**config.mk**
```make
export PLATFORM = sky130hd
export DESIGN_NAME = ex_fwd_scoreboard
export DESIGN_NICKNAME = d
export VERILOG_FILES = /design/src/rtl/ex_fwd_scoreboard_pkg.sv /design/src/rtl/ex_fwd_scoreboard_fwd_match.sv /design/src/rtl/ex_fwd_scoreboard.sv
export SDC_FILE = /design/constraint.sdc
export NUM_CORES = 1
export LEC_CHECK = 0
export BUFFER_PORTS_ARGS = -buffer_cell sky130_fd_sc_hd__buf_4
export CAP_MARGIN = 20
export CORE_ASPECT_RATIO = 0.9
export CORE_MARGIN = 1.5
export CORE_UTILIZATION = 40
export DETAILED_ROUTE_END_ITERATION = 8
export PLACE_DENSITY_LB_ADDON = 0.05
export SLEW_MARGIN = 40
export SYNTH_ARGS = -nofsm -noshare
export SYNTH_HDL_FRONTEND = slang
export SYNTH_HIERARCHICAL = 1
export SYNTH_SLANG_ARGS = --single-unit
export TNS_END_PERCENT = 5
```
**constraint.sdc**
```tcl
create_clock -name clk -period 4.5 [get_ports clk]
set_input_delay 0.225 -clock clk [delete_from_list [all_inputs] [get_ports clk]]
set_output_delay 0.225 -clock clk [all_outputs]
set_load 0.03 [all_outputs]
```
**src/rtl/ex_fwd_scoreboard_pkg.sv**
```systemverilog
// Shared definitions for the EX forwarding / FPU scoreboard block:
// forward-select encoding, matcher mode and issue-state types.
package ex_fwd_scoreboard_pkg;

  // Select value meaning "take the operand from the register file".
  localparam int EX_FWD_NONE = 0;

  typedef enum logic {
    FWD_MODE_INT = 1'b0,
    FWD_MODE_FP  = 1'b1
  } fwd_mode_e;

  typedef enum logic {
    ISS_IDLE = 1'b0,
    ISS_DONE = 1'b1
  } iss_state_e;

  // One extra code beyond the stages is needed for EX_FWD_NONE.
  function automatic int fwd_sel_w(input int num_stages);
    return $clog2(num_stages + 1);
  endfunction

  // Stage k is encoded as select value k+1.
  function automatic int stage_to_sel(input int stage);
    return stage + 1;
  endfunction

endpackage

```
**src/rtl/ex_fwd_scoreboard_fwd_match.sv**
```systemverilog
// Matches one source register against every forwarding stage and returns
// the priority-encoded select; the youngest (lowest index) stage wins.
module ex_fwd_scoreboard_fwd_match
  import ex_fwd_scoreboard_pkg::*;
#(
  parameter int NUM_FWD_STAGES = 2,
  parameter int RIDX_W         = 5,
  parameter int FWD_W          = fwd_sel_w(NUM_FWD_STAGES)
) (
  input  fwd_mode_e                         mode_i,
  input  logic [RIDX_W-1:0]                 src_i,
  input  logic                              has_src_i,
  input  logic [NUM_FWD_STAGES*RIDX_W-1:0]  stg_rd_i,
  input  logic [NUM_FWD_STAGES-1:0]         stg_wen_int_i,
  input  logic [NUM_FWD_STAGES-1:0]         stg_wen_fp_i,
  output logic [FWD_W-1:0]                  sel_o
);

  logic                      src_ok;
  logic [NUM_FWD_STAGES-1:0] hit;

  // x0 is hardwired zero and never forwarded; f0 is an ordinary register.
  always_comb begin
    src_ok = has_src_i && ((mode_i == FWD_MODE_FP) || (src_i != '0));
    for (int k = 0; k < NUM_FWD_STAGES; k++) begin
      hit[k] = src_ok
            && ((mode_i == FWD_MODE_FP) ? stg_wen_fp_i[k] : stg_wen_int_i[k])
            && (stg_rd_i[k*RIDX_W +: RIDX_W] == src_i);
    end
  end

  always_comb begin
    sel_o = FWD_W'(EX_FWD_NONE);
    for (int k = NUM_FWD_STAGES - 1; k >= 0; k--) begin
      if (hit[k]) sel_o = FWD_W'(stage_to_sel(k));
    end
  end

endmodule

```
**src/rtl/ex_fwd_scoreboard.sv**
```systemverilog
// EX-stage hazard unit: operand forward selects, one-shot FPU issue and a
// per-register scoreboard of in-flight multi-cycle FPU results.
module ex_fwd_scoreboard
  import ex_fwd_scoreboard_pkg::*;
#(
  parameter int NUM_FWD_STAGES  = 2,
  parameter int NUM_REGS        = 32,
  parameter int MAX_OUTSTANDING = 4,
  parameter int FWD_W           = fwd_sel_w(NUM_FWD_STAGES),
  parameter int RIDX_W          = $clog2(NUM_REGS),
  localparam int OUT_W          = $clog2(MAX_OUTSTANDING + 1)
) (
  input  logic                              clk,
  input  logic                              rst_n,
  input  logic                              ex_valid,
  input  logic                              ex_advance,
  input  logic                              flush,
  input  logic [RIDX_W-1:0]                 rs1,
  input  logic [RIDX_W-1:0]                 rs2,
  input  logic                              has_rs1,
  input  logic                              has_rs2,
  input  logic [RIDX_W-1:0]                 fs1,
  input  logic [RIDX_W-1:0]                 fs2,
  input  logic [RIDX_W-1:0]                 fs3,
  input  logic                              has_fs1,
  input  logic                              has_fs2,
  input  logic                              has_fs3,
  input  logic                              ex_fp_op,
  input  logic                              ex_fp_multi,
  input  logic [RIDX_W-1:0]                 ex_fd,
  input  logic                              ex_has_fd,
  input  logic [NUM_FWD_STAGES*RIDX_W-1:0]  stg_rd,
  input  logic [NUM_FWD_STAGES-1:0]         stg_wen_int,
  input  logic [NUM_FWD_STAGES-1:0]         stg_wen_fp,
  input  logic                              fpu_ready,
  input  logic                              fpu_done,
  input  logic [RIDX_W-1:0]                 fpu_done_fd,
  output logic [FWD_W-1:0]                  fwda,
  output logic [FWD_W-1:0]                  fwdb,
  output logic [FWD_W-1:0]                  fwd_fpa,
  output logic [FWD_W-1:0]                  fwd_fpb,
  output logic [FWD_W-1:0]                  fwd_fpc,
  output logic                              fpu_valid,
  output logic                              stall,
  output logic [OUT_W-1:0]                  outstanding
);

  localparam logic [OUT_W-1:0] OUT_MAX = OUT_W'(MAX_OUTSTANDING);

  iss_state_e          iss_state_q, iss_state_d;
  logic [NUM_REGS-1:0] pending_q, pending_d;
  logic [OUT_W-1:0]    outstanding_q, outstanding_d;

  logic issued, raw_haz, waw_haz, cap_haz, iss_stall, fire, set_en, clr_en;

  ex_fwd_scoreboard_fwd_match #(
    .NUM_FWD_STAGES(NUM_FWD_STAGES), .RIDX_W(RIDX_W), .FWD_W(FWD_W)
  ) u_fwd_a (
    .mode_i(FWD_MODE_INT), .src_i(rs1), .has_src_i(has_rs1), .stg_rd_i(stg_rd),
    .stg_wen_int_i(stg_wen_int), .stg_wen_fp_i(stg_wen_fp), .sel_o(fwda)
  );

  ex_fwd_scoreboard_fwd_match #(
    .NUM_FWD_STAGES(NUM_FWD_STAGES), .RIDX_W(RIDX_W), .FWD_W(FWD_W)
  ) u_fwd_b (
    .mode_i(FWD_MODE_INT), .src_i(rs2), .has_src_i(has_rs2), .stg_rd_i(stg_rd),
    .stg_wen_int_i(stg_wen_int), .stg_wen_fp_i(stg_wen_fp), .sel_o(fwdb)
  );

  ex_fwd_scoreboard_fwd_match #(
    .NUM_FWD_STAGES(NUM_FWD_STAGES), .RIDX_W(RIDX_W), .FWD_W(FWD_W)
  ) u_fwd_fpa (
    .mode_i(FWD_MODE_FP), .src_i(fs1), .has_src_i(has_fs1), .stg_rd_i(stg_rd),
    .stg_wen_int_i(stg_wen_int), .stg_wen_fp_i(stg_wen_fp), .sel_o(fwd_fpa)
  );

  ex_fwd_scoreboard_fwd_match #(
    .NUM_FWD_STAGES(NUM_FWD_STAGES), .RIDX_W(RIDX_W), .FWD_W(FWD_W)
  ) u_fwd_fpb (
    .mode_i(FWD_MODE_FP), .src_i(fs2), .has_src_i(has_fs2), .stg_rd_i(stg_rd),
    .stg_wen_int_i(stg_wen_int), .stg_wen_fp_i(stg_wen_fp), .sel_o(fwd_fpb)
  );

  ex_fwd_scoreboard_fwd_match #(
    .NUM_FWD_STAGES(NUM_FWD_STAGES), .RIDX_W(RIDX_W), .FWD_W(FWD_W)
  ) u_fwd_fpc (
    .mode_i(FWD_MODE_FP), .src_i(fs3), .has_src_i(has_fs3), .stg_rd_i(stg_rd),
    .stg_wen_int_i(stg_wen_int), .stg_wen_fp_i(stg_wen_fp), .sel_o(fwd_fpc)
  );

  // Hazards are judged against registered scoreboard state only.
  always_comb begin
    issued    = (iss_state_q == ISS_DONE);
    raw_haz   = (has_fs1 && pending_q[fs1])
             || (has_fs2 && pending_q[fs2])
             || (has_fs3 && pending_q[fs3]);
    waw_haz   = ex_has_fd && pending_q[ex_fd];
    cap_haz   = ex_fp_multi && (outstanding_q == OUT_MAX);
    iss_stall = ex_fp_op && !issued && !fpu_ready;
    stall     = ex_valid && (raw_haz || waw_haz || cap_haz || iss_stall);
    fpu_valid = ex_valid && ex_fp_op && !issued && !flush
             && !raw_haz && !waw_haz && !cap_haz;
    fire      = fpu_valid && fpu_ready;
    set_en    = fire && ex_fp_multi;
    clr_en    = fpu_done && (outstanding_q != '0);
  end

  always_comb begin
    iss_state_d = iss_state_q;
    if (ex_advance || flush) begin
      iss_state_d = ISS_IDLE;
    end else if (fire) begin
      iss_state_d = ISS_DONE;
    end

    pending_d = pending_q;
    if (clr_en) pending_d[fpu_done_fd] = 1'b0;
    if (set_en) pending_d[ex_fd] = 1'b1;

    outstanding_d = outstanding_q;
    case ({set_en, clr_en})
      2'b10:   outstanding_d = outstanding_q + OUT_W'(1);
      2'b01:   outstanding_d = outstanding_q - OUT_W'(1);
      default: outstanding_d = outstanding_q;
    endcase
  end

  always_ff @(posedge clk or negedge rst_n) begin
    if (!rst_n) begin
      iss_state_q   <= ISS_IDLE;
      pending_q     <= '0;
      outstanding_q <= '0;
    end else begin
      iss_state_q   <= iss_state_d;
      pending_q     <= pending_d;
      outstanding_q <= outstanding_d;
    end
  end

  assign outstanding = outstanding_q;

  // A set and a retire of the same register in one cycle means WAW checking broke.
  a_no_set_clr_same: assert property (@(posedge clk) disable iff (!rst_n)
    !(set_en && fpu_done && (ex_fd == fpu_done_fd)));

  a_no_done_when_empty: assert property (@(posedge clk) disable iff (!rst_n)
    !(fpu_done && (outstanding_q == '0)));

endmodule

```
## Yosys cells after proc, flatten, opt, wreduce, memory -nomap -nowiden

Index checks and enable logic that the tools add are counted.

| word-level totals | value |
|---|---|
| bits in registers | 36 |
| input bits | 64 |
| output and inout port bits | 15 |
| logic and storage cells | 113 |

| cells by class | value |
|---|---|
| add/sub/neg operators | 2 |
| order comparisons | 7 |
| equality and inequality tests | 13 |
| mux-type cells | 27 |
| bitwise gates (word level) | 3 |
| reduce and logical (&&, ||, !) cells | 58 |

Operators by type and width:

| operator | count |
|---|---|
| 32-bit 2-to-1 mux | 2 |
| 5-bit == test | 10 |
| 1-bit logical AND | 41 |
| 32-bit AND | 1 |
| 32-bit NOT | 1 |
| 32-bit OR | 1 |
| 5-bit by 6-bit less-than comparator with 1-bit output, second input constant | 5 |
| 1-bit binary-select mux with 5-bit select | 4 |
| 2-bit 2-to-1 mux | 10 |
| 1-bit demux with 5-bit select | 2 |
| 5-bit by 1-bit greater-or-equal comparator with 1-bit output, second input constant | 2 |
| 5-bit nonzero test | 2 |
| 1-bit 2-to-1 mux | 8 |
| 1-bit logical NOT | 6 |
| 1-bit logical OR | 6 |
| 3-bit case mux with 2 select lines | 1 |
| 2-bit nonzero test | 2 |
| 3-bit by 1-bit adder with 3-bit output, second input constant | 1 |
| 3-bit == test, second input constant | 1 |
| 3-bit nonzero test | 1 |
| 3-bit by 1-bit subtractor with 3-bit output, second input constant | 1 |
| 2-bit by 1-bit == test with 1-bit output, second input constant | 1 |
| 2-bit == test, second input constant | 1 |

## Logic depth before layout (Yosys ltp)

| logic depth | value |
|---|---|
| depth after elaboration | 13 |
| depth in mapped cells | 15 |

## Hierarchy

The synthesis kept the hierarchy.

By module, submodules not included:

| module | times used | cells an instance | area an instance (um^2) |
|---|---|---|---|
| ex_fwd_scoreboard | 1 | 281 | 2897.8 |
| ex_fwd_scoreboard_fwd_match | 5 | 20 | 161.4 |

## Worst setup path after synthesis

OpenSTA, ideal clock, no wires.

| path | value |
|---|---|
| path type | in2reg |
| from | in fs1[1] |
| to | reg outstanding_q[2], in the netlist outstanding[2] |
| setup time | 0.137 ns |
| arrival time | 2.837 ns |
| required time | 4.363 ns |
| slack | 1.526 ns |
| stages | 14 |
| path buffers | 1 |
| cells stage by stage | buf_2 mux4_2 mux2_2 o21ai_0 a311o_1 o21a_2 o211ai_4 or3_1 ha_1 inv_1 fa_1 xor2_1 nor2_1 xor2_1 |

| between the ends | value |
|---|---|
| longest elaborated chain between the ends | 13 |

Ends and longest elaborated chain:

| what | RTL line | text |
|---|---|---|
| start, declared | ex_fwd_scoreboard.sv:22 | `input logic [RIDX_W-1:0] fs1,` |
| 1-bit binary-select mux with 5-bit select (*) | ex_fwd_scoreboard.sv:94 | `raw_haz = (has_fs1 && pending_q[fs1])` |
| 1-bit 2-to-1 mux (implied by the code) (*) | ex_fwd_scoreboard.sv:94 |  |
| 1-bit logical AND (*) | ex_fwd_scoreboard.sv:94 |  |
| 1-bit logical OR (*) | ex_fwd_scoreboard.sv:95 | `\|\| (has_fs2 && pending_q[fs2])` |
| 1-bit logical OR (*) | ex_fwd_scoreboard.sv:96 | `\|\| (has_fs3 && pending_q[fs3]);` |
| 1-bit logical NOT (*) | ex_fwd_scoreboard.sv:102 | `&& !raw_haz && !waw_haz && !cap_haz;` |
| 1-bit logical AND (*) (3 in a row) | ex_fwd_scoreboard.sv:102 |  |
| 1-bit logical AND (*) | ex_fwd_scoreboard.sv:103 | `fire = fpu_valid && fpu_ready;` |
| 1-bit logical AND (*) | ex_fwd_scoreboard.sv:104 | `set_en = fire && ex_fp_multi;` |
| 2-bit by 1-bit == test with 1-bit output / 2-bit == test (equally long branches) | ex_fwd_scoreboard.sv:121 | `case ({set_en, clr_en})` |
| 3-bit case mux with 2 select lines / 2-bit nonzero test (equally long branches) | -- |  |
| end signal, assigned | ex_fwd_scoreboard.sv:136 | `outstanding_q <= outstanding_d;` |
| end, declared | ex_fwd_scoreboard.sv:52 | `logic [OUT_W-1:0] outstanding_q, outstanding_d;` |

Mark *: on every way between the ends. The rest lies on a longest branch, timed or not. The select of a mux whose other input is x is not followed.
A chain may end at the register's enable or synchronous reset.

## Worst setup path after layout

| path | value |
|---|---|
| from | reg pending_q[3] |
| to | reg outstanding_q[2], in the netlist outstanding[2] |

| between the ends | value |
|---|---|
| longest elaborated chain between the ends | 13 |

Ends and longest elaborated chain:

| what | RTL line | text |
|---|---|---|
| start, declared | ex_fwd_scoreboard.sv:51 | `logic [NUM_REGS-1:0] pending_q, pending_d;` |
| start signal, assigned | ex_fwd_scoreboard.sv:135 | `pending_q <= pending_d;` |
| 1-bit binary-select mux with 5-bit select, on equally long branches | ex_fwd_scoreboard.sv:94, ex_fwd_scoreboard.sv:95 |  |
| 1-bit 2-to-1 mux, on equally long branches | ex_fwd_scoreboard.sv:94, ex_fwd_scoreboard.sv:95 |  |
| 1-bit logical AND, on equally long branches | ex_fwd_scoreboard.sv:94, ex_fwd_scoreboard.sv:95 |  |
| 1-bit logical OR | ex_fwd_scoreboard.sv:95 |  |
| 1-bit logical OR | ex_fwd_scoreboard.sv:96 |  |
| 1-bit logical NOT | ex_fwd_scoreboard.sv:102 |  |
| 1-bit logical AND | ex_fwd_scoreboard.sv:102 |  |
| 1-bit logical AND (*) (2 in a row) | ex_fwd_scoreboard.sv:102 |  |
| 1-bit logical AND (*) | ex_fwd_scoreboard.sv:103 |  |
| 1-bit logical AND (*) | ex_fwd_scoreboard.sv:104 |  |
| 2-bit by 1-bit == test with 1-bit output / 2-bit == test (equally long branches) | ex_fwd_scoreboard.sv:121 |  |
| 3-bit case mux with 2 select lines / 2-bit nonzero test (equally long branches) | -- |  |

Marked as above.

==> metrics list <==
- STA puts the critical path data arrival time at 3.58 ns.
- The run finished with clean final reports.
* Sw Pwr: 0.3803 mW
- Post-CTS timing repair inserted 0 buffers for setup.
* Worst-margin pin slew: 0.6370 ns
- Total clock buffers created by CTS: 5
- Average cell area after synthesis: 9.724 um2
- Hold Crit Class: in -> reg
* Worst hold slack across all endpoints: 0.2152 ns
* Relative slew slack: 0.5730
* Achievable Freq: 294.3 MHz
- The worst-case IR drop observed on VDD is 0.1365 mV.
* Number of nets at the end of the flow: 531
- Pin placement for this block handled 79 I/O pins.
- In this run the standard cell core region covers 9042 um2.
- The worst setup path is captured at a flop.
- The final max-slew violation count came to 0.
* Clk sink count: 36
* Max-Cap Viols: 0
* Count of distinct cell types in the synthesized netlist: 49
- Power spread over the standard cell area amounts to 224.1 nW/um2.
* Via density per instance: 6.048
* CP Cell Sequence: mux4_2 -> o22ai_1 -> a311oi_1 -> a211oi_1 -> o21a_2 -> o211ai_4 -> buf_8 -> or3_1 -> ha_1 -> inv_1 -> fa_1 -> xor2_1 -> nor2_1 -> xor2_1
- Final routed wirelength across all metal layers: 12730 um
* Master of the slowest instance on the critical path: sky130_fd_sc_hd__mux4_2
- Setup total negative slack: 0 ns
- The initial antenna violation count is 0.
- Of the total power, the share spent switching nets is 0.3753.
- At the end of routability-driven placement, the weighted congestion stood at 0.9164.
- After the first detailed-routing iteration, the DRC count stood at 272.
- The number of global-route vias before repair was 3396.
- In this run the remaining antenna-violating nets after routing total 0.
- Maximum buffer depth of the clock tree: 2
- The area growth from synthesis to layout is 22.05%.
- Area of the die: 9849 um2
* Initial cell density of the core: 0.4097
* Sum of internal, switching and leakage power: 1.014 mW
- Critical Setup Path Class: reg -> reg
* Layout cell share with drive strength beyond 1: 0.2790
* Top cells by count, synth: sky130_fd_sc_hd__o21ai_0, sky130_fd_sc_hd__dfrtp_1, sky130_fd_sc_hd__xor2_1, sky130_fd_sc_hd__mux2i_1, sky130_fd_sc_hd__o31ai_1
* Crit start category: flop
- After floorplanning, the core was divided into 33 placement rows.
- The share of total power dissipated in sequential elements is 0.374.
* Synthesized cell area: 3705 um2
- Design internal power: 0.6332 mW
* RSZ-0062 raised after global routing: no
- The H-tree was split into 2 levels.
* YS warnings: 6
- After synthesis the netlist holds a flip-flop and latch count of 36.
* Clock tree from TritonCTS: done
- TritonRoute pass-1 iters: 5
- The HPWL after detailed placement is 9495 um.
- Routed length per placed instance: 21.65 um
- Setup violations remaining at the end of the flow were counted as 0.
- In the synthesized netlist the async set-or-reset flop fraction comes to 1.000.
- Via total after detailed routing: 3556
* Fraction of synthesized cell area taken by the top area cell type: 0.2432
* Overall die width: 104.4 um
* DRC viols: 0
- Number of hold violations in the final report: 0
- STA puts the critical path data required time at 4.68 ns.
* DIE HEIGHT: 94.30 um
- In the final layout, flip-flops and latches occupy 900.9 um2.
- In this design, the stage delay of the slowest critical-path cell is 0.54 ns.
- Number of flops mapped to enable cells by yosys: 0
- sky130_fd_sc_hd__dfrtp_1 takes more of the synthesized area than any other cell.
- In the global route stage, overall resource usage came out at 0.2630.
- Port buffering added 78 buffers.
- Combinational cell fraction of total power: 0.381
- Count of mapped cells out of synthesis: 381
- For this run, the register share of the synthesized area comes to 0.2432.
- Antenna Cells: 0
- Among all cell types in the netlist, the one instantiated most often is sky130_fd_sc_hd__o21ai_0.
* Total congestion overflow after global routing: 0
* Maximum number of pins on one net before global-route repair: 37
- The most numerous cell type found on the critical path is sky130_fd_sc_hd__xor2_1.
- The clock reaches the later pin of the worst-skew pair after 0.29 ns.
- Clock-pin slew was measured on the worst setup and hold paths at 0.08 ns.
* Wire length of the first global-routing pass: 19690 um
- By area the synthesized netlist is led by sky130_fd_sc_hd__dfrtp_1, sky130_fd_sc_hd__mux4_2, sky130_fd_sc_hd__xor2_1.
* Final worst path period share: 0.7551
- For this design the static power due to leakage is 1.808 nW.
- The cell sitting at the root of the clock tree is a sky130_fd_sc_hd__clkbuf_8.
* Post-cts sizing count: 0
- The layout has 860 filler cells.
- Post-route minimum period: 3.398 ns
- The clock arrives with 0.008262 ns of skew.
* Combined area of the multi-input logic cells: 2739 um2
- The share of total power dissipated in the clock network is 0.244.
* Worst-path maximum fanout: 20
- The most used flip-flop cell after synthesis is sky130_fd_sc_hd__dfrtp_1.
==> power groups by stage <==
stage / logic, mW / clock network [mW] / registers (mW)
after floorplan: 0.210 / 0 / 0.401
after detailed placement: 0.379 / 0 / 0.386
after global routing: 0.422 / 0.265 / 0.384
after global placement: 0.374 / 0 / 0.386
final: 0.386 / 0.248 / 0.380
after CTS: 0.381 / 0.249 / 0.380
==> timing repair <==
action,in CTS,in global routing
hold buffers,1,0
endpoints found under the setup margin,0,0
hold endpoints to repair,36,0
==> final cells by class <==
class	instances	area share
clock buffers	6	0.01826
clock inverters	2	0.002214
inverters	5	0.004151
multi-input cells	336	0.6057
flip-flops and latches	36	0.1992
well taps	122	0.03376
repair buffers	81	0.1367
==> state kept, by name, indices dropped and copies added (netlist names) <==
register	flops
pending_q	32
outstanding	3
iss_state_q	1
==> cell families after synthesis <==
group,after synthesis,share of synthesized area
AND/OR/NAND/NOR,114,0.1746
adder cells (fa/ha/maj),2,0.008780
flip-flops,36,0.2432
XOR/XNOR,53,0.1253
multiplexers,57,0.2371
AO/OA/AOI/OAI,95,0.1770
buffers and inverters,22,0.03209
other,2,0.002027
==> stage by stage <==
stage / utilization / cells / area [um2] / setup WS, ns
final: 0.5001 / 588 / 4522 / 1.102
after global routing: 0.5001 / 588 / 4522 / 0.8929
after CTS: 0.4984 / 587 / 4507 / 1.126
after detailed placement: 0.4871 / 578 / 4404 / 1.061
after global placement: 0.4865 / 578 / 4399 / 1.109
after floorplan: - / 394 / 3754 / 1.526
==> layer usage <==
metal / share of wire / vias up / global-route usage
met4: 0.010 / 0 / 0.04514
li1: - / 1626 / -
met2: 0.44 / 150 / 0.3925
met1: 0.47 / 1768 / 0.3956
met3: 0.077 / 12 / 0.05270
met5: 0 / - / 0
==> layout by cell type (no fill, tap or decap), types with 2 or more instances in the layout <==
| master | count |
|---|---|
| sky130_fd_sc_hd__o21ai_0 | 45 |
| sky130_fd_sc_hd__or3b_2 | 2 |
| sky130_fd_sc_hd__a211oi_1 | 2 |
| sky130_fd_sc_hd__xnor2_1 | 21 |
| sky130_fd_sc_hd__mux2i_1 | 27 |
| sky130_fd_sc_hd__or4_1 | 5 |
| sky130_fd_sc_hd__conb_1 | 15 |
| sky130_fd_sc_hd__xor2_1 | 32 |
| sky130_fd_sc_hd__nand4_1 | 3 |
| sky130_fd_sc_hd__nor3b_1 | 7 |
| sky130_fd_sc_hd__nor2_1 | 17 |
| sky130_fd_sc_hd__o22ai_1 | 5 |
| sky130_fd_sc_hd__nand3_1 | 22 |
| sky130_fd_sc_hd__nand3b_1 | 10 |
| sky130_fd_sc_hd__mux2_2 | 6 |
| sky130_fd_sc_hd__clkinv_2 | 2 |
| sky130_fd_sc_hd__buf_4 | 79 |
| sky130_fd_sc_hd__nand2b_1 | 8 |
| sky130_fd_sc_hd__nor2b_1 | 4 |
| sky130_fd_sc_hd__dfrtp_1 | 36 |
| sky130_fd_sc_hd__or3_1 | 3 |
| sky130_fd_sc_hd__inv_1 | 5 |
| sky130_fd_sc_hd__mux4_2 | 24 |
| sky130_fd_sc_hd__nor4_1 | 11 |
| sky130_fd_sc_hd__a31oi_1 | 2 |
| sky130_fd_sc_hd__o31ai_2 | 5 |
| sky130_fd_sc_hd__o31ai_1 | 25 |
| sky130_fd_sc_hd__nand2_1 | 16 |
| sky130_fd_sc_hd__clkbuf_8 | 6 |
==> critical path: cells and delay by family, from the launching register on <==
family / cells / cell delay [ns]
adder cells (fa/ha/maj): 2 / 0.38
multiplexers: 1 / 0.54
flip-flops: 1 / 0.48
AND/OR/NAND/NOR: 2 / 0.43
XOR/XNOR: 2 / 0.28
buffers and inverters: 2 / 0.30
AO/OA/AOI/OAI: 5 / 0.88
==> path summary, 6_finish.rpt <==
path                           startpoint             end  slack [ns]  cells after the start
hold / removal                 ex_advance     iss_state_q        0.22                      4
setup reg to reg             pending_q[3]  outstanding[2]        1.10                     14
max in group asynchronous           rst_n   pending_q[12]        3.72                      2
setup / recovery             pending_q[3]  outstanding[2]        1.10                     14
hold reg to reg            outstanding[2]  outstanding[2]        0.52                      1
min in group asynchronous           rst_n     iss_state_q        0.43                      2
(Power assumes the default switching activity.)
